## src/rtl/vga_hvsync_generator.sv

```systemverilog
// VGA raster timing generator.
// Free-running horizontal and vertical pixel counters. The sync pulses are
// active low and registered, so they lag the counters by one clock.
// display_on is decoded combinationally from the counters and has no lag.
module vga_hvsync_generator #(
    parameter int H_DISPLAY = 640,
    parameter int H_BACK    = 48,
    parameter int H_FRONT   = 16,
    parameter int H_SYNC    = 96,
    parameter int V_DISPLAY = 480,
    parameter int V_TOP     = 33,
    parameter int V_BOTTOM  = 10,
    parameter int V_SYNC    = 2
) (
    input  logic       clk,
    input  logic       reset,
    output logic       hsync,
    output logic       vsync,
    output logic       display_on,
    output logic [9:0] hpos,
    output logic [9:0] vpos
);

    localparam logic [9:0] H_DISP_L     = 10'(H_DISPLAY);
    localparam logic [9:0] H_SYNC_START = 10'(H_DISPLAY + H_FRONT);
    localparam logic [9:0] H_SYNC_END   = 10'(H_DISPLAY + H_FRONT + H_SYNC - 1);
    localparam logic [9:0] H_MAX        = 10'(H_DISPLAY + H_BACK + H_FRONT + H_SYNC - 1);
    localparam logic [9:0] V_DISP_L     = 10'(V_DISPLAY);
    localparam logic [9:0] V_SYNC_START = 10'(V_DISPLAY + V_BOTTOM);
    localparam logic [9:0] V_SYNC_END   = 10'(V_DISPLAY + V_BOTTOM + V_SYNC - 1);
    localparam logic [9:0] V_MAX        = 10'(V_DISPLAY + V_TOP + V_BOTTOM + V_SYNC - 1);

    logic [9:0] r_hpos;
    logic [9:0] r_vpos;
    logic       r_hsync;
    logic       r_vsync;

    logic w_hmaxed;
    logic w_vmaxed;
    logic w_hsync_window;
    logic w_vsync_window;

    // End-of-line / end-of-frame and sync window decode from the current counters.
    always_comb begin
        w_hmaxed       = (r_hpos == H_MAX);
        w_vmaxed       = (r_vpos == V_MAX);
        w_hsync_window = (r_hpos >= H_SYNC_START) && (r_hpos <= H_SYNC_END);
        w_vsync_window = (r_vpos >= V_SYNC_START) && (r_vpos <= V_SYNC_END);
    end

    // Pixel counters: hpos every clock, vpos only on the line wrap; reset wins over wraps.
    always_ff @(posedge clk) begin
        if (reset) begin
            r_hpos <= '0;
            r_vpos <= '0;
        end else if (w_hmaxed) begin
            r_hpos <= '0;
            r_vpos <= w_vmaxed ? 10'd0 : r_vpos + 10'd1;
        end else begin
            r_hpos <= r_hpos + 10'd1;
        end
    end

    // Registered active-low syncs from the pre-edge counter values; reset ends any pulse.
    always_ff @(posedge clk) begin
        if (reset) begin
            r_hsync <= 1'b1;
            r_vsync <= 1'b1;
        end else begin
            r_hsync <= ~w_hsync_window;
            r_vsync <= ~w_vsync_window;
        end
    end

    assign hpos       = r_hpos;
    assign vpos       = r_vpos;
    assign hsync      = r_hsync;
    assign vsync      = r_vsync;
    assign display_on = (r_hpos < H_DISP_L) && (r_vpos < V_DISP_L);

endmodule

```

## config.mk

```make
export PLATFORM = sky130hd
export DESIGN_NAME = vga_hvsync_generator
export DESIGN_NICKNAME = d
export VERILOG_FILES = /design/src/rtl/vga_hvsync_generator.sv
export SDC_FILE = /design/constraint.sdc
export NUM_CORES = 1
export LEC_CHECK = 0
export ABC_CLOCK_PERIOD_IN_PS = 2700
export CORE_ASPECT_RATIO = 1.5
export CORE_MARGIN = 2
export CORE_UTILIZATION = 48
export DETAILED_ROUTE_END_ITERATION = 12
export PLACE_DENSITY_LB_ADDON = 0.2
export SETUP_SLACK_MARGIN = 0.15
export SYNTH_ARGS = -nofsm -noshare
export SYNTH_HDL_FRONTEND = slang
export SYNTH_SLANG_ARGS = --single-unit
```

## constraint.sdc

```tcl
create_clock -name clk -period 2.7 [get_ports clk]
set_clock_uncertainty 0.05 [all_clocks]
set_input_delay 0.405 -clock clk [delete_from_list [all_inputs] [get_ports clk]]
set_output_delay 0.405 -clock clk [all_outputs]
set_load 0.01 [all_outputs]
```

### Yosys cells after proc, flatten, opt, wreduce, memory -nomap -nowiden

Index checks and enable logic that the tools add are counted.

* flip-flop bits (word level): 22
* input port bits: 2
* logic and storage cells: 21

* add/sub/neg operators: 2
* magnitude comparators: 6
* equal/unequal tests: 2
* muxes and demuxes: 1
* bitwise operators: 2
* reductions and logical operators: 4

Operators with widths (number)
* 10-bit by 1-bit adder with 10-bit output (second input constant): 2
* 10-bit == test (second input constant): 2
* 10-bit greater-or-equal comparator (second input constant): 1
* 10-bit by 9-bit greater-or-equal comparator with 1-bit output (second input constant): 1
* 10-bit less-or-equal comparator (second input constant): 1
* 10-bit by 9-bit less-or-equal comparator with 1-bit output (second input constant): 1
* 10-bit less-than comparator (second input constant): 1
* 10-bit by 9-bit less-than comparator with 1-bit output (second input constant): 1
* 10-bit two-way mux: 1
* 1-bit logical AND: 3
* 1-bit NOT: 2
* 2-bit OR reduction: 1

### Logic depth before layout (Yosys ltp)

Gate-level depths: netlist of run 1.

* depth in word-level cells: 3
* gate-level depth with buffers: 7
* depth with buffers taken out: 6

### Worst setup path before layout of run 1

No wires, ideal clock.

* path kind: reg2reg
* start point: register r_hpos[0], in the netlist hpos[0]
* end point: register r_vpos[7], in the netlist vpos[7]
* arrival time: 1.842 ns
* required time: 2.580 ns
* path slack: 0.738 ns
* cell stages (with the launch flop): 6
* period minus slack after synthesis: 1.962 ns
* cells stage by stage: dfxtp_1 > ha_1 > nand4_2 > or4_4 > or3_1 > a21oi_1

* longest elaborated chain between the ends: 1

Ends and longest elaborated chain
* start, declared: RTL line 33 `logic [9:0] r_hpos;`
* start signal, assigned: RTL line 60 `r_hpos <= r_hpos + 10'd1;`
* 10-bit == test: RTL line 45 `w_hmaxed = (r_hpos == H_MAX);`
* end signal, assigned: RTL line 58 `r_vpos <= w_vmaxed ? 10'd0 : r_vpos + 10'd1;`
* end, declared: RTL line 34 `logic [9:0] r_vpos;`

No other way between the ends.
A chain may end at the register's enable or synchronous reset.

### Worst setup path after layout of run 1

Same ends and word-level chain as after synthesis.

==> qor.csv, run 1 <==
stage,metric,value,unit
worst_setup_path,type of origin of the critical path,flop,
synthesis,share of synthesized registers carrying an async set or reset,0,%
clock_network,Resized Gates After CTS,0,
worst_setup_path,Worst Path Required,2890,ps
worst_setup_path,crit path launch,hpos[0],
grt,global routing usage on met1,22.8,%
pwr,static power due to leakage,0.467,nW
pwr,Internal,0.423,mW
grt,busiest grt layer,met2,
place,number of port buffers,24,
synthesis,count of mapped cells out of synthesis,125,
finish,combined flip-flop and latch cell area,440,µm²
pwr,switching part of the total power,21.6,%
pwr,relative contribution of sequential cells to total power,61.9,%
synthesis,nets in the synthesized netlist,132,
die,DIE AREA,2660,µm²
timing,share of the clock period used by the worst path after layout,78.2,%
pwr,power per cell area,394,nW/µm²
routing,ratio of routed vias to standard cells,5.60,
routing,number of vias after detailed routing,964,
pwr,Max VDD drop,256,µV
worst_setup_path,start of the worst register-to-register path,hpos[0],
synthesis,largest area contributor in the netlist,dfxtp_1,
clock_network,clock sink count,22,
routing,count of TritonRoute iterations in the first routing pass,4,
clock_network,CTS HTree Levels,1,
synthesis,sequential area share after synthesis,40.6,%
finish,number of antenna repair diodes,0,
timing,Max Fclk,0.474,GHz
grt,GR Util met2,35.6,%
synthesis,Post-Syn Area,1080,µm²
routing,Residual DRC,0,
pwr,Logic pwr share,4.7,%
die,Core Footprint,2180,µm²
finish,final standard cell utilization of the core,62.8,%
worst_setup_path,type of the worst setup path,reg2reg,
clock_network,TritonCTS buffer count,3,
synthesis,most frequent cell after synthesis,dfxtp_1,
synthesis,leading cell types by total area after synthesis,"dfxtp_1 (41%), nor2_1 (6.6%), xnor2_1 (6.5%)",
worst_setup_path,logic depth of the worst setup path including buffers,5,
timing,setup repair after global routing missed its margin,false,
timing,final number of setup-violating endpoints,0,
finish,area growth from synthesis to layout,26.2,%
timing,worst rel slew slack,76.1,%
grt,GRT Resource Usage Total,19.5,%
routing,overall routed net length,2360,µm
synthesis,"EDFF count, synth",0,
die,top-level I/O count,25,
synthesis,Syn. warnings,0,
routing,average routed wire per standard cell,13.7,µm
worst_setup_path,terminus of the critical flop-to-flop path,vpos[7],
synthesis,post-synthesis average cell area,8.68,µm²
routing,number of DRC markers in iteration 0,31,
worst_setup_path,flop-to-flop setup slack,590,ps
grt,grt ovf,0,
place,placement-stage worst setup slack,620,ps
synthesis,Most used DFF post-synth,dfxtp_1,
worst_setup_path,slowest library cell on the worst path,or4_4,
timing,total count of hold-check failures in the final report,0,
grt,GR Util met3,2.03,%
synthesis,flip-flop and latch count after synthesis,22,
status,result of the run,"complete, no violations",
grt,maximum number of pins on one net before global-route repair,13,
die,Horiz. Die Dim,42.8,µm
worst_setup_path,stage delay of the slowest cell on the critical path,610,ps
clock_network,hold buffer count at CTS,0,
timing,Final Worst Setup Slack,589,ps
finish,layout cells sized above 1,6.71,%
die,number of cell rows,21,
die,starting density of the core,49.7,%
grt,first-pass GRT wire length,4220,µm
clock_network,clock insertion delay at the later pin of the skew report,300,ps
finish,Multi-input gate area,582,µm²
synthesis,fraction of post-synthesis cell area in the top cell type by area,40.6,%
clock_network,buffers inserted by post-CTS timing repair,0,
pwr,total design power,0.539,mW
timing,tightest hold margin,462,ps
grt,number of global-route vias before repair,950,
synthesis,synth cell count leaders,"dfxtp_1 (22), nor2_1 (19), inv_1 (9), xnor2_1 (8), nand3_1 (7)",
clock_network,clock tree from TritonCTS,yes,
run,max_cap viols,0,
timing,final critical delay including setup and external delays,2110,ps
min_path,worst min-delay path category,reg2reg,
worst_setup_path,Crit path buffers/inverters,0,
clock_network,Max Root-Sink Buffers,2,
timing,setup TNS,0,ps
worst_setup_path,critical path endpoint category,flop,
worst_setup_path,worst r2r path cells,5,
synthesis,Cell variety after synth,35,
min_path,Min-Delay Path Depth,1,
worst_setup_path,Crit Path Max Fanout,8,
pwr,fraction of power consumed by the clock network,33.4,%
timing,worst-margin pin slew,355,ps
finish,number of filler instances in the final layout,200,
worst_setup_path,cell-by-cell listing of the critical path,ha_1 -> nand4_2 -> or4_4 -> or3_1 -> a21oi_1,
worst_setup_path,CP endpoint,vpos[7],
timing,number of slew-limit violations in the final report,0,
worst_setup_path,family with the most delay on the worst path,simple AND/OR/NAND/NOR gates,
place,global placer's final weighted congestion,0.847,
finish,final net count,157,
clock_network,clock tree root buffer cell,clkbuf_4,
die,Die Y-Extent,62.2,µm
routing,Detail Route Antenna Nets,0,
place,Detailed Place HPWL,1750,µm
worst_setup_path,arrival time reported for the critical path endpoint,2300,ps
grt,number of antenna violations at the first check in global routing,0,
clock_network,"Reg clk slew, reported paths",120,ps
pwr,net switching component of the power,0.116,mW
## cells in the final DEF (no fill, tap or decap), types with 2 or more instances in the layout
| cell type | synthesis | routed |
|---|---|---|
| xor2_1 | 4 | 4 |
| nand2_1 | 3 | 3 |
| clkdlybuf4s50_1 | 0 | 24 |
| nor4_1 | 3 | 3 |
| xnor2_1 | 8 | 8 |
| ha_1 | 5 | 5 |
| dfxtp_1 | 22 | 22 |
| o21ai_0 | 4 | 4 |
| nand3_1 | 7 | 7 |
| clkbuf_4 | 0 | 3 |
| a21oi_1 | 5 | 5 |
| nor2_1 | 19 | 19 |
| inv_1 | 9 | 9 |
| nor2b_1 | 2 | 2 |
| or3_1 | 4 | 4 |
| nor3_1 | 3 | 3 |
| nand4_1 | 5 | 5 |
| or4_4 | 2 | 2 |
## sequential cells by signal, summed over array words and instances, names as in the netlist
| name | flops |
|---|---|
| hpos | 10 |
| hsync | 1 |
| vpos | 10 |
| vsync | 1 |
## routing by layer
layer	share of wire (%)	up-vias
li1	-	481
met1	40	461
met2	55	20
met3	4.0	2
met4	0.68	0
met5	0	-
## metrics by stage
stage,cells,area (µm²)
finish,172,1370
detailed placement,168,1330
CTS,172,1370
global placement,168,1330
global route,172,1370
floorplan,125,1080
## power by group through the flow
| stage | combinational, mW | sequential, mW | clock (mW) |
|---|---|---|---|
| 5_1_grt | 0.0276 | 0.335 | 0.194 |
| 3_5_place_dp | 0.0253 | 0.341 | 0 |
| 2_1_floorplan | 0.0116 | 0.342 | 0 |
| 6_report | 0.0253 | 0.334 | 0.180 |
| 4_1_cts | 0.0255 | 0.334 | 0.185 |
| 3_3_place_gp | 0.0252 | 0.340 | 0 |
## logic make-up (layout without fill, tap and decap cells)
logic type | after synthesis | count (layout) | synth area share [%]
DFF | 22 | 22 | 40.6
muxes | 1 | 1 | 0.923
buffers and inverters | 14 | 38 | 5.77
and+or+nand+nor | 59 | 59 | 30.8
adders and majority gates | 5 | 5 | 5.77
AOI/OAI and AO/OA | 12 | 12 | 6.46
xor gates and xnor gates | 12 | 12 | 9.69
## layout make-up
class,count,area share (%)
flip-flops and latches,22,32.2
well taps,23,2.10
multi-input cells,89,42.5
clock buffers,4,2.65
repair buffers,25,18.1
inverters,9,2.47
## worst min path at each step
| stage | startpoint | to | slack (ps) |
|---|---|---|---|
| global route | vpos[3] | vsync | 490 |
| CTS | hpos[0] | hpos[0] | 470 |
| finish | vpos[3] | vsync | 460 |
| detailed placement | hpos[0] | hpos[0] | 440 |
| floorplan | reset | vpos[6] | 420 |
| global placement | hpos[0] | hpos[0] | 410 |
Power figures use the tool's default switching activity.
==> run 2, diff against run 1 <==
--- a/config.mk
+++ b/config.mk
@@ -5,10 +5,10 @@
 export SDC_FILE = /design/constraint.sdc
 export NUM_CORES = 1
 export LEC_CHECK = 0
-export ABC_CLOCK_PERIOD_IN_PS = 2700
+export ABC_CLOCK_PERIOD_IN_PS = 1930
 export CORE_ASPECT_RATIO = 1.5
 export CORE_MARGIN = 2
-export CORE_UTILIZATION = 48
+export CORE_UTILIZATION = 44
 export DETAILED_ROUTE_END_ITERATION = 12
 export PLACE_DENSITY_LB_ADDON = 0.2
 export SETUP_SLACK_MARGIN = 0.15
==> constraint.sdc (replaced) <==
create_clock -name clk -period 1.93 [get_ports clk]
set_clock_uncertainty 0.05 [all_clocks]
set_input_delay 0.2895 -clock clk [delete_from_list [all_inputs] [get_ports clk]]
set_output_delay 0.2895 -clock clk [all_outputs]
set_load 0.01 [all_outputs]
==> qor.csv, run 2 (synthesized netlist as in run 1, its figures left out) <==
stage,metric,value,unit,change
status,result of the run,"complete, no violations",,
worst_setup_path,flop-to-flop setup slack,190,ps,-400 ps
clock_network,clock insertion delay at the later pin of the skew report,320,ps,+20 ps
clock_network,hold buffer count at CTS,0,,unchanged
worst_setup_path,type of origin of the critical path,flop,,
grt,maximum number of pins on one net before global-route repair,13,,unchanged
clock_network,clock tree root buffer cell,clkbuf_4,,
place,number of port buffers,24,,unchanged
finish,layout cells sized above 1,27.4,%,+21 points
timing,final critical delay including setup and external delays,1740,ps,
finish,area growth from synthesis to layout,42.0,%,
pwr,power per cell area,507,nW/µm²,+29%
grt,number of antenna violations at the first check in global routing,0,,unchanged
timing,total count of hold-check failures in the final report,0,,unchanged
grt,global routing usage on met1,22.2,%,-0.61 points
finish,final design area excluding fillers,1540,µm²,+13%
worst_setup_path,cell-by-cell listing of the critical path,buf_4 -> clkdlybuf4s50_1,,
routing,count of TritonRoute iterations in the first routing pass,4,,unchanged
worst_setup_path,terminus of the critical flop-to-flop path,vpos[9],,
grt,GRT Resource Usage Total,20.3,%,+0.86 points
timing,number of slew-limit violations in the final report,0,,unchanged
place,global placer's final weighted congestion,0.888,,+4.8%
pwr,static power due to leakage,0.552,nW,+18%
timing,share of the clock period used by the worst path after layout,90.0,%,
grt,GR Util met3,3.06,%,+1.0 points
clock_network,clock sink count,22,,unchanged
clock_network,TritonCTS buffer count,3,,unchanged
routing,number of DRC markers in iteration 0,28,,-9.7%
timing,Max Fclk,0.575,GHz,
clock_network,"Reg clk slew, reported paths",130,ps,about the same
min_path,startpoint of the most critical hold path,vpos[5],,
die,starting density of the core,45.3,%,-4.4 points
die,Horiz. Die Dim,44.5,µm,+4.0%
die,number of cell rows,22,,+4.8%
min_path,worst min-delay path category,reg2reg,,
min_path,Min-Delay Path Depth,2,,+1
grt,GR Util met2,36.8,%,+1.2 points
die,top-level I/O count,25,,unchanged
worst_setup_path,start of the worst register-to-register path,hpos[7],,
routing,Detail Route Antenna Nets,0,,unchanged
place,"number of placed instances, taps included",178,,+6.0%
finish,most frequent standard cell in the layout excluding fill and tap cells,clkdlybuf4s50_1,,
grt,grt ovf,0,,unchanged
worst_setup_path,family with the most delay on the worst path,buffers and inverters,,
timing,setup repair after global routing missed its margin,true,,
die,Core Footprint,2390,µm²,+9.8%
die,DIE AREA,2890,µm²,+8.4%
pwr,Max VDD drop,423,µV,+65%
worst_setup_path,Crit path buffers/inverters,2,,+2
worst_setup_path,critical path endpoint category,output port,,
grt,number of global-route vias before repair,965,,+1.6%
routing,average routed wire per standard cell,14.3,µm,+4.6%
routing,number of vias after detailed routing,1032,,+7.1%
timing,setup TNS,0,ps,unchanged
finish,number of antenna repair diodes,0,,unchanged
worst_setup_path,logic depth of the worst setup path including buffers,2,,-3
finish,"commonest non-fill, non-tap cells in the layout","clkdlybuf4s50_1 (23), nor2_1 (19), buf_4 (16), dfxtp_2 (12), inv_1 (9)",,
worst_setup_path,arrival time reported for the critical path endpoint,1400,ps,-900 ps
finish,post-route insts no fill,188,,+9.3%
clock_network,CTS HTree Levels,1,,unchanged
worst_setup_path,Worst Path Required,1590,ps,-1300 ps
routing,overall routed net length,2690,µm,+14%
timing,final number of setup-violating endpoints,0,,unchanged
clock_network,Max Root-Sink Buffers,2,,unchanged
worst_setup_path,worst r2r path cells,4,,-1
finish,final net count,172,,+9.6%
routing,ratio of routed vias to standard cells,5.49,,-2.1%
grt,busiest grt layer,met2,,
worst_setup_path,stage delay of the slowest cell on the critical path,540,ps,-70 ps
die,Die Y-Extent,64.8,µm,+4.2%
place,Detailed Place HPWL,1930,µm,+10%
routing,Residual DRC,0,,unchanged
worst_setup_path,slowest library cell on the worst path,clkdlybuf4s50_1,,
grt,first-pass GRT wire length,4360,µm,+3.4%
timing,worst-margin pin slew,374,ps,+19.0 ps
worst_setup_path,type of the worst setup path,reg2out,,
place,area after detailed placement,1430,µm²,+7.5%
run,max_cap viols,0,,unchanged
timing,worst rel slew slack,74.8,%,-1.3 points
min_path,Hold Path End,vpos[5],,
clock_network,clock tree from TritonCTS,yes,,
worst_setup_path,Crit Path Max Fanout,7,,-1
==> run 2: area by class of cell <==
cell class,count,area [µm²]
Inverter,9,33.8
Tap cell,24,30.0
Multi-Input combinational cell,89,611
Fill cell,205,855
Timing Repair Buffer,40,359
Sequential cell,22,470
Clock buffer,4,36.3
==> run 2: what timing repair did <==
| item | in CTS | in global routing |
|---|---|---|
| pin swaps | 0 | 5 |
| resized for setup | 4 | 14 |
| setup buffers | 1 | 5 |
| endpoints found under the setup margin | 10 | 15 |
| cloned | 0 | 0 |
==> run 2: report_power, final <==
group | leakage, nW | switching [mW] | internal [mW]
Sequential | 0.187 | 0.00627 | 0.457
Combinational | 0.345 | 0.0260 | 0.0272
Clock | 0.0210 | 0.149 | 0.115
Total | 0.552 | 0.181 | 0.599
==> run 2: per-stage QoR <==
| step | hold WS, ps | setup slack (ps) | utilization, % | power (mW) |
|---|---|---|---|---|
| floorplan | 304 | 151 | - | 0.499 |
| global placement | 395 | 194 | 59.8 | 0.517 |
| detailed placement | 404 | 170 | 59.8 | 0.520 |
| CTS | 501 | 155 | 61.8 | 0.777 |
| global route | 493 | 99.8 | 64.3 | 0.814 |
| finish | 477 | 192 | 64.3 | 0.780 |
==> run 2: worst max-delay path by stage <==
stage | start | end | slack (ps)
CTS | hpos[8] | vpos[8] | 150
detailed placement | hpos[0] | vpos[7] | 170
floorplan | hpos[5] | vpos[6] | 150
global route | vpos[7] | display_on | 100
global placement | hpos[0] | vpos[9] | 190
finish | hpos[4] | hpos[4] | 190
==> run 2: routing by layer <==
layer | vias to the layer above | part of all wire [%]
met5 | - | 0
met3 | 6 | 3.0
li1 | 512 | -
met1 | 490 | 39
met4 | 0 | 1.9
met2 | 24 | 56
==> run 2: tightest hold or removal path, cell delays in order, from the launching register on <==
cell     delay [ps]
dfxtp_2         380
nand2_1          60
a21oi_1          60
